### config.mk
export PLATFORM = sky130hd
export DESIGN_NAME = matmul_seq_ctrl
export DESIGN_NICKNAME = d
export VERILOG_FILES = /design/src/rtl/matmul_seq_ctrl.sv
export SDC_FILE = /design/constraint.sdc
export NUM_CORES = 1
export LEC_CHECK = 0
export ABC_AREA = 0
export CAP_MARGIN = 20
export CORE_AREA = 2 2 39 41
export CTS_BUF_LIST = sky130_fd_sc_hd__clkbuf_16
export CTS_CLUSTER_SIZE = 10
export DETAILED_ROUTE_END_ITERATION = 8
export DIE_AREA = 0 0 41 43
export MAX_ROUTING_LAYER = met4
export PLACE_DENSITY = 0.62
export REMOVE_ABC_BUFFERS = 1
export SLEW_MARGIN = 20
export SYNTH_ARGS = -nofsm -noshare
export SYNTH_HDL_FRONTEND = slang
export SYNTH_SLANG_ARGS = --single-unit
### constraint.sdc
create_clock -name clk -period 1.4 [get_ports clk]
set_input_delay 0.14 -clock clk [delete_from_list [all_inputs] [get_ports clk]]
set_output_delay 0.14 -clock clk [all_outputs]
set_load 0.03 [all_outputs]
### src/rtl/matmul_seq_ctrl.sv
// matmul_seq_ctrl: walks every output element C[i][j] of an N x N product,
// issuing one accumulator clear, N multiply-accumulate steps and one result
// write per element, framed by a start/done handshake with the host.
module matmul_seq_ctrl #(
    parameter  int N  = 2,
    localparam int IW = (N < 2) ? 1 : $clog2(N)
) (
    input  logic          clk,
    input  logic          rst,
    input  logic          start,
    input  logic          op_valid,
    output logic          busy,
    output logic          done,
    output logic          acc_clear,
    output logic          acc_ld,
    output logic [IW-1:0] a_row,
    output logic [IW-1:0] k_idx,
    output logic [IW-1:0] b_col,
    output logic          c_we,
    output logic [IW-1:0] c_row,
    output logic [IW-1:0] c_col
);

    localparam logic [2:0] S_IDLE = 3'd0;
    localparam logic [2:0] S_CLR  = 3'd1;
    localparam logic [2:0] S_MAC  = 3'd2;
    localparam logic [2:0] S_WB   = 3'd3;
    localparam logic [2:0] S_DONE = 3'd4;

    // Last legal index value; wrap compares against this exactly so that
    // non-power-of-two N never lets an index run past N-1.
    localparam logic [IW-1:0] LAST = IW'(N - 1);

    logic [2:0]    r_state;
    logic [IW-1:0] r_i;
    logic [IW-1:0] r_j;
    logic [IW-1:0] r_k;

    logic w_iLast;
    logic w_jLast;
    logic w_kLast;

    assign w_iLast = (r_i == LAST);
    assign w_jLast = (r_j == LAST);
    assign w_kLast = (r_k == LAST);

    // State and index sequencing: row-major walk over (i, j), inner k loop
    // advancing only on cycles where an operand pair is available.
    always_ff @(posedge clk) begin
        if (rst) begin
            r_state <= S_IDLE;
            r_i     <= '0;
            r_j     <= '0;
            r_k     <= '0;
        end else begin
            case (r_state)
                S_IDLE: begin
                    if (start) begin
                        r_i     <= '0;
                        r_j     <= '0;
                        r_k     <= '0;
                        r_state <= S_CLR;
                    end
                end
                S_CLR: begin
                    r_state <= S_MAC;
                end
                S_MAC: begin
                    if (op_valid) begin
                        if (w_kLast) begin
                            r_k     <= '0;
                            r_state <= S_WB;
                        end else begin
                            r_k <= r_k + IW'(1);
                        end
                    end
                end
                S_WB: begin
                    if (w_iLast && w_jLast) begin
                        // Indices return to zero so DONE and IDLE read 0.
                        r_i     <= '0;
                        r_j     <= '0;
                        r_k     <= '0;
                        r_state <= S_DONE;
                    end else begin
                        r_state <= S_CLR;
                        if (w_jLast) begin
                            r_j <= '0;
                            r_i <= r_i + IW'(1);
                        end else begin
                            r_j <= r_j + IW'(1);
                        end
                    end
                end
                S_DONE: begin
                    r_state <= S_IDLE;
                end
                default: begin
                    r_state <= S_IDLE;
                end
            endcase
        end
    end

    // Control strobes are decodes of the state register; acc_ld alone also
    // follows op_valid so a stalled MAC cycle holds the accumulator.
    assign busy      = (r_state == S_CLR) || (r_state == S_MAC) || (r_state == S_WB);
    assign done      = (r_state == S_DONE);
    assign acc_clear = (r_state == S_CLR);
    assign acc_ld    = (r_state == S_MAC) && op_valid;
    assign c_we      = (r_state == S_WB);

    assign a_row = r_i;
    assign b_col = r_j;
    assign k_idx = r_k;
    assign c_row = r_i;
    assign c_col = r_j;

endmodule

==> results.tsv <==
metric	value	unit
initialDrtViolationCount	0	
worst-endpoint-required	1260	ps
holdBufCountCts	0	
vdd.ir_drop.worst	882	uV
clk_pin_slew_worst_paths	30	ps
reg2regPathDepth	4	
ys_seq_area_share	33.7	%
hold_end	k_idx	
htree_num_levels	1	
number_of_remaining_drc_errors	0	
setup.reg_to_reg.worst_slack	170	ps
grt_antenna_before_repair	0	
cts-buffers-inserted	3	
share_of_layout_cells_above_drive_strength_1	31.1	%
placeableCoreArea	0.00138	mm2
layout_setup_ws	45.2	ps
fin_skew	0.246	ps
die_x	41	um
ys_warn_count	0	
crit_chain	buf_4 > and2b_2 > and2_1 > buf_4	
slew_viol_final	0	
hold_start	k_idx	
cts.path.max_buffers	2	
number_of_inserted_filler_cells_in_the_final_layout	155	
path_max_fanout	10	
postSynthRegisterBits	6	
fin_util	42.5	%
detailedPlace.worstSlack	18.7	ps
dr.pass1.iters	1	
insertedDiodeCount	0	
hold_ws	506	ps
maxSlewHeadroom	76.7	%
cts_tree	yes	
floorplan.io_pins	14	
power_density	1450	mW/mm2
detail_route.wl_per_cell	10.4	um
worst_slew_pin_slew	341	ps
layoutNonFillerInstCount	77	
placed_cells_incl_taps	74	
hp-class	reg -> reg	
crit_path_start_kind	register	
final_period_minus_worst_setup_slack	1350	ps
netlist_instances	43	
timing.final.crit_share	96.8	%
layout-area-overhead-vs-synth	64.9	%
worst_ep_arrival_time	1210	ps
footprint_of_the_multi_input_gates	195	um2
power_leakage	0.295	nW
route.final.wire_length	797	um
timing.critical_path.mode_cell	sky130_fd_sc_hd__buf_4	
vias_in_the_first_global_route	326	
dieArea	0.00176	mm2
vias_per_cell	4.83	
gr-total-overflow	0	
ys_types	25	
critical_path.endpoint_type	output port	
io_buffers	13	
route.vias.total	372	
cp_max_delay_cell	sky130_fd_sc_hd__dfxtp_1	
worst_r2r_endpoint	b_col	
report.final.setup_viol	0	
cts.sink_count	6	
post_cts_buffers	0	
post_cts_gate_resize_count	4	
clockRootBuffer	sky130_fd_sc_hd__clkbuf_16	
dp.final_hpwl	609	um
maxCapViolCount	0	
cpPeakStageDelay	300	ps
clock.fmax	0.738	GHz
cell_count_of_the_worst_hold_path	1	
first_pass_grt_wire_length	1.28	mm
number_of_nets_with_antenna_violations_after_detailed_routing	0	
floorplan.rows	14	
r2r_start	r_state[0]	
globalRouteTotalUtil	11.6	%
initial_core_util	25.8	%
insertion_delay	230	ps
floorplan.die.height	43	um
avgSynthCellArea	8.29	um2
synth_area	357	um2
hold_viol_final	0	
fin_nets	67	
rsz0062_at_grt	yes	
grt_start_max_net_pins	11	
gp_congestion	0.741	
run_status	completed	
seq_area	121	um2
criticalPathCategory	reg -> out	
synthesized netlist by cell type (all sizes together):
cell type | instances | area [um2]
a2111oi | 2 | 23.8
or3b | 1 | 8.76
and2 | 2 | 13.8
nor3 | 2 | 10.0
nand2b | 1 | 6.26
buf | 4 | 33.8
a211oi | 1 | 7.51
nor4 | 1 | 6.26
nand2 | 2 | 7.51
a21boi | 1 | 7.51
and2b | 1 | 8.76
a311oi | 1 | 8.76
o21ai | 1 | 5.00
a21oi | 4 | 20.0
xnor2 | 1 | 8.76
dfxtp | 6 | 120
nor2 | 6 | 22.5
a31oi | 1 | 6.26
nand3b | 1 | 11.3
inv | 2 | 7.50
and3 | 2 | 12.5
power breakdown:
group	internal [mW]	switching, mW	total, mW
Clock	0.366	0.0887	0.454
Combinational	0.0870	0.118	0.205
Sequential	0.185	0.00724	0.193
Total	0.638	0.214	0.852
how the worst max path moves through the flow:
stage	end	cells past startpoint	startpoint
floorplan	b_col	2	b_col
CTS	acc_clear	4	r_state[2]
global route	acc_clear	4	r_state[0]
detailed placement	b_col	4	start
global placement	done	3	r_state[1]
finish	acc_clear	4	r_state[0]
flip-flops by register name, indices dropped and copies added, names as in the netlist:
register / cells
b_col: 1
a_row: 1
k_idx: 1
r_state: 3
through the flow:
step                      setup TNS (ps)  power (mW)  area, um2
after floorplan                        0       0.322        323
after global placement                 0       0.402        508
after detailed placement               0       0.403        508
after CTS                              0       0.860        578
after global routing               -2.52       0.886        588
final                                  0       0.852        588
cell type report:
type | count | share of cell area [%]
clock buffer | 3 | 12.8
multi-input combinational | 31 | 33.2
tap | 16 | 3.40
inverter | 2 | 1.28
sequential | 6 | 20.6
timing repair buffer | 19 | 28.7
cells by family after synthesis:
kind of cell / synth area share [%]
flops: 33.7
simple gates: 30.2
compound gates: 22.1
xor+xnor: 2.46
buf+inv: 11.6
worst max-delay path: cells and delay by family, from the launching register on:
family                 cells  cell delay [ps]
buffers and inverters      2              320
AND/OR/NAND/NOR            2              360
flip-flops                 1              300
placed cells by master, fill, tap and decap left out, drive strengths merged:
| cell type | instances |
|---|---|
| nor4 | 1 |
| a31oi | 1 |
| inv | 2 |
| buf | 10 |
| xnor2 | 1 |
| and3 | 2 |
| clkbuf | 3 |
| a211oi | 1 |
| nand2 | 2 |
| o21ai | 1 |
| dlygate4sd2 | 4 |
| and2 | 2 |
| or3b | 1 |
| a21oi | 4 |
| dfxtp | 6 |
| nor3 | 2 |
| clkdlybuf4s50 | 3 |
| a2111oi | 2 |
| nor2 | 6 |
| nand2b | 1 |
| a21boi | 1 |
| and2b | 1 |
| nand3b | 1 |
| a311oi | 1 |
| dlymetal6s2s | 2 |
routing by layer:
layer | track usage, % | share of wire (%) | vias to the layer above | routed length, um
met5 | - | 0 | - | 0
met2 | 15.3 | 42 | 14 | 336
li1 | - | - | 190 | -
met1 | 13.9 | 44 | 166 | 352
met4 | 8.00 | 2.6 | 0 | 21
met3 | 4.71 | 11 | 2 | 87
No activity file was read; power rests on OpenSTA's default activity.
